$ cat src/rtl/piso_serializer.sv
// Parallel-in/serial-out transmitter: a W-bit word in on valid/ready, one bit out per serial beat.
// Optional trailing even-parity bit when PISO_PARITY_EN is defined.
module piso_serializer #(
  parameter int W         = 8,
  parameter bit MSB_FIRST = 1'b1
) (
  input  logic         clk,
  input  logic         rst,
  input  logic [W-1:0] par_data,
  input  logic         par_valid,
  output logic         par_ready,
  output logic         ser_out,
  output logic         ser_valid,
  input  logic         ser_ready,
  output logic         ser_last,
  output logic         busy
);

  localparam int CW = $clog2(W + 1);

`ifdef PISO_PARITY_EN
  typedef enum logic [1:0] {IDLE = 2'd0, SHIFT = 2'd1, PARITY = 2'd2} state_t;
`else
  typedef enum logic [1:0] {IDLE = 2'd0, SHIFT = 2'd1} state_t;
`endif

  state_t         state_reg, state_next;
  logic [W-1:0]   shift_reg, shift_next, shift_adv;
  logic [CW-1:0]  cnt_reg, cnt_next;
  logic           data_bit;
  logic           last_data;
`ifdef PISO_PARITY_EN
  logic           parity_reg, parity_next;
`endif

  // The register always shifts toward the end that drives ser_out.
  generate
    if (MSB_FIRST) begin : g_msb
      assign shift_adv = {shift_reg[W-2:0], 1'b0};
      assign data_bit  = shift_reg[W-1];
    end else begin : g_lsb
      assign shift_adv = {1'b0, shift_reg[W-1:1]};
      assign data_bit  = shift_reg[0];
    end
  endgenerate

  assign last_data = (cnt_reg == CW'(W - 1));

  always_ff @(posedge clk) begin
    if (rst) begin
      state_reg  <= IDLE;
      shift_reg  <= '0;
      cnt_reg    <= '0;
`ifdef PISO_PARITY_EN
      parity_reg <= 1'b0;
`endif
    end else begin
      state_reg  <= state_next;
      shift_reg  <= shift_next;
      cnt_reg    <= cnt_next;
`ifdef PISO_PARITY_EN
      parity_reg <= parity_next;
`endif
    end
  end

  always_comb begin
    state_next  = state_reg;
    shift_next  = shift_reg;
    cnt_next    = cnt_reg;
`ifdef PISO_PARITY_EN
    parity_next = parity_reg;
`endif
    case (state_reg)
      IDLE: begin
        if (par_valid) begin
          shift_next  = par_data;
          cnt_next    = '0;
`ifdef PISO_PARITY_EN
          parity_next = ^par_data;
`endif
          state_next  = SHIFT;
        end
      end
      SHIFT: begin
        if (ser_ready) begin
          shift_next = shift_adv;
          cnt_next   = cnt_reg + 1'b1;
          if (last_data) begin
`ifdef PISO_PARITY_EN
            state_next = PARITY;
`else
            state_next = IDLE;
`endif
          end
        end
      end
`ifdef PISO_PARITY_EN
      PARITY: begin
        if (ser_ready) state_next = IDLE;
      end
`endif
      default: state_next = IDLE;
    endcase
  end

  // All outputs decode registered state only; no input-to-output paths.
  assign par_ready = (state_reg == IDLE);
  assign busy      = (state_reg != IDLE);
  assign ser_valid = (state_reg != IDLE);

`ifdef PISO_PARITY_EN
  assign ser_out  = (state_reg == PARITY) ? parity_reg : ((state_reg == SHIFT) & data_bit);
  assign ser_last = (state_reg == PARITY);
`else
  assign ser_out  = (state_reg == SHIFT) & data_bit;
  assign ser_last = (state_reg == SHIFT) & last_data;
`endif

endmodule

$ cat config.mk
export PLATFORM = sky130hd
export DESIGN_NAME = piso_serializer
export DESIGN_NICKNAME = d
export VERILOG_FILES = /design/src/rtl/piso_serializer.sv
export SDC_FILE = /design/constraint.sdc
export NUM_CORES = 1
export LEC_CHECK = 0
export BUFFER_PORTS_ARGS = -buffer_cell sky130_fd_sc_hd__buf_2
export CORE_MARGIN = 4
export CORE_UTILIZATION = 49
export DETAILED_ROUTE_END_ITERATION = 10
export HOLD_SLACK_MARGIN = 0.05
export PLACE_DENSITY = 0.73
export SYNTH_ARGS = -nofsm -noshare
export SYNTH_HDL_FRONTEND = slang
export SYNTH_SLANG_ARGS = --single-unit
$ cat constraint.sdc
create_clock -name clk -period 1.7 [get_ports clk]
set_input_delay 0.255 -clock clk [delete_from_list [all_inputs] [get_ports clk]]
set_output_delay 0.255 -clock clk [all_outputs]
set_load 0.1 [all_outputs]
==> qor.csv <==
stage,metric,value,unit
pwr,power,674,uW
floorplan,fp.dieW,44.6,um
synthesis,synth_enable_flop_cells,0,
cells_and_area,finalNetCount,96,
synthesis,synth_mux_area_frac,0.147,
cells_and_area,largest_reg_flops,8,
synthesis,synth_top_flop_cell,dfxtp_1,
cells_and_area,area_growth,16.8,%
synthesis,synth_top_family_by_area,compound AO/OA/AOI/OAI gates,
pwr,power_frac_clock,0.284,
synthesis,yosys.area.top_type,dfxtp_1,
synthesis,synth_top_area_frac,0.396,
critical_path,path_depth,2,
hold_path,hold_path_class,in -> reg,
placement,dp.final_hpwl,883,um
placement,gp_congestion,0.682,
global_route,grt_pass1_wl,2230,um
clocking,postCtsSetupRepairBufs,0,
floorplan,num_rows,12,
critical_path,reg2reg_depth,3,
global_route,grt_antenna_before_repair,0,
global_route,grt_pass1_vias,519,
drt,drt_first_pass_iters,4,
pwr,power.density,878,nW/um^2
synthesis,synth_top_cells_by_area,"dfxtp_1, mux2i_1, a211oi_1, nor2_1, a2111oi_4",
run_status,status,"complete, no violations",
hold_path,hold_depth,2,
critical_path,required,1440,ps
critical_path,crit_chain,"and2_2, buf_2",
floorplan,core_area,1190,sq um
pwr,switchingPower,211,uW
sta,drv_slew,0,
synthesis,synth_compound_area_frac,0.208,
critical_path,crit_family,flip-flops,
critical_path,arrival,1380,ps
synthesis,ys_warn_count,0,
clocking,cts_max_path_buffers,2,
synthesis,yosysSeqAreaShare,0.396,
clocking,clock-sinks,13,
sta,worst_slack,62.1,ps
placement,numPlacedInstances,92,
synthesis,syn_area_per_cell,9.80,sq um
pwr,peakVddDrop,589,uV
cells_and_area,antenna_cells,0,
synthesis,async_reset_ff_frac,0,
global_route,grt_max_degree,20,
pwr,combPwrFrac,0.201,
floorplan,fp.dieH,44.6,um
sta,fin_crit,1640,ps
clocking,htree_levels,1,
clocking,cts-hold-fix-buffers,0,
synthesis,synth_cells,67,
pwr,power.leakage,0.315,nW
global_route,grt_use_total,0.153,
floorplan,io_pins,17,
synthesis,yosys-top-cells-count,"dfxtp_1, nor2_1, mux2i_1",
sta,setup_viol,0,
drt,vias,533,
cells_and_area,final_cells,96,
run,max-cap-violations,0,
drt,drt_first_iter_violations,6,
sta,rsz0062_at_grt,false,
synthesis,synth.distinct_cells,29,
critical_path,crit_fanout,19,
clocking,tritoncts,done,
cells_and_area,drive_gt1_frac,0.329,
global_route,grt-ovfl-total,0,
sta,slew-limit-headroom,0.679,
sta,finalHoldViolations,0,
synthesis,synth-xor-area-share,0,
synthesis,synth-adder-area-share,0.0190,
critical_path,worstSetupEndpointType,output pin,
pwr,pwr-share-seq,0.515,
critical_path,critPathLaunchType,flip-flop,
critical_path,cpMaxStageDelayCell,dfxtp_4,
clocking,cts_root_buf,clkbuf_4,
placement,pre_cts_ws,304,ps
pwr,switching_share,0.314,
critical_path,crit_buf_inv,1,
sta,tightest_slew,485,ps
synthesis,yosysMostFrequentCell,dfxtp_1,
sta,fmax,0.611,GHz
clocking,clock_latency,270,ps
drt,post-route-drc-count,0,
drt,ant_nets,0,
critical_path,crit_type,reg -> out,
drt,wl_per_cell,13.0,um
placement,port_buffers,16,
pwr,power.internal,462,uW
clocking,numCtsBuffers,3,
drt,avgViaCountPerCell,5.55,
synthesis,syn_nets,80,
drt,drt-total-wl,1250,um
synthesis,synth-seq-cells,13,
critical_path,cp_slowest_stage_delay,510,ps
floorplan,dieArea,1990,sq um
clocking,clk_pin_slew,80,ps
synthesis,syn_area,657,sq um
sta,period_share,0.963,
synthesis,synth-simple-area-share,0.154,
floorplan,start_util,0.554,
sta,skew,4.83,ps
clocking,cts_resized,0,
## worst paths after layout
check / start / to / slack (ps)
max reg2reg: state_reg[0] / cnt_reg[3] / 290
min reg2reg: shift_reg[5] / shift_reg[5] / 500
min: ser_ready / state_reg[0] / 260
max: state_reg[0] / ser_out / 60
## metrics by stage
step	hold WS, ps	area [sq um]	TNS (ps)	utilization
6_report	258	767	0	0.647
5_1_grt	262	767	0	0.647
4_1_cts	245	767	0	0.647
3_5_place_dp	492	741	0	0.624
3_3_place_gp	486	741	0	0.624
2_1_floorplan	324	667	-105	-
## worst register-to-register path, stage by stage, from the launching register on
cell,delay (ps)
dfxtp_4,510
mux2_4,430
a2111oi_4,300
a31o_1,130
## cells in the final DEF (no fill, tap or decap), drive strengths merged, types with 2 or more instances in the layout
cell type and n:
buf 16, dfxtp 13, nor2 9, mux2i 7, a211oi 7, clkbuf 4, nand2 3, inv 2
nand3 2, a21oi 2, mux2 2
## kinds of logic (layout without fill, tap and decap cells)
| family | Yosys count | in the layout |
|---|---|---|
| compound gates | 15 | 15 |
| fa+ha+maj | 1 | 1 |
| buf+inv | 8 | 23 |
| flops | 13 | 13 |
| mux | 9 | 9 |
| simple gates | 21 | 21 |
## power groups by stage
stage          clock (mW)  combinational [mW]  sequential [mW]
2_1_floorplan           0               0.113            0.353
3_3_place_gp            0               0.134            0.352
3_5_place_dp            0               0.137            0.354
4_1_cts             0.202               0.137            0.347
5_1_grt             0.215               0.148            0.350
6_report            0.191               0.136            0.347
## metal layers
| metal | vias up | share of wire | global-route usage |
|---|---|---|---|
| met5 | - | 0 | 0 |
| met3 | 2 | 0.045 | 0.0366 |
| met2 | 11 | 0.49 | 0.241 |
| li1 | 275 | - | - |
| met4 | 0 | 0.0096 | 0.108 |
| met1 | 245 | 0.45 | 0.180 |
## cell type report
type	instances	area (sq um)
clock buffers	4	26.3
fillers	107	419
flip-flops and latches	13	264
inverters	3	15.0
well taps	14	17.5
repair buffers	16	95.1
multi-input cells	46	349
No activity file was read; power rests on OpenSTA's default activity.
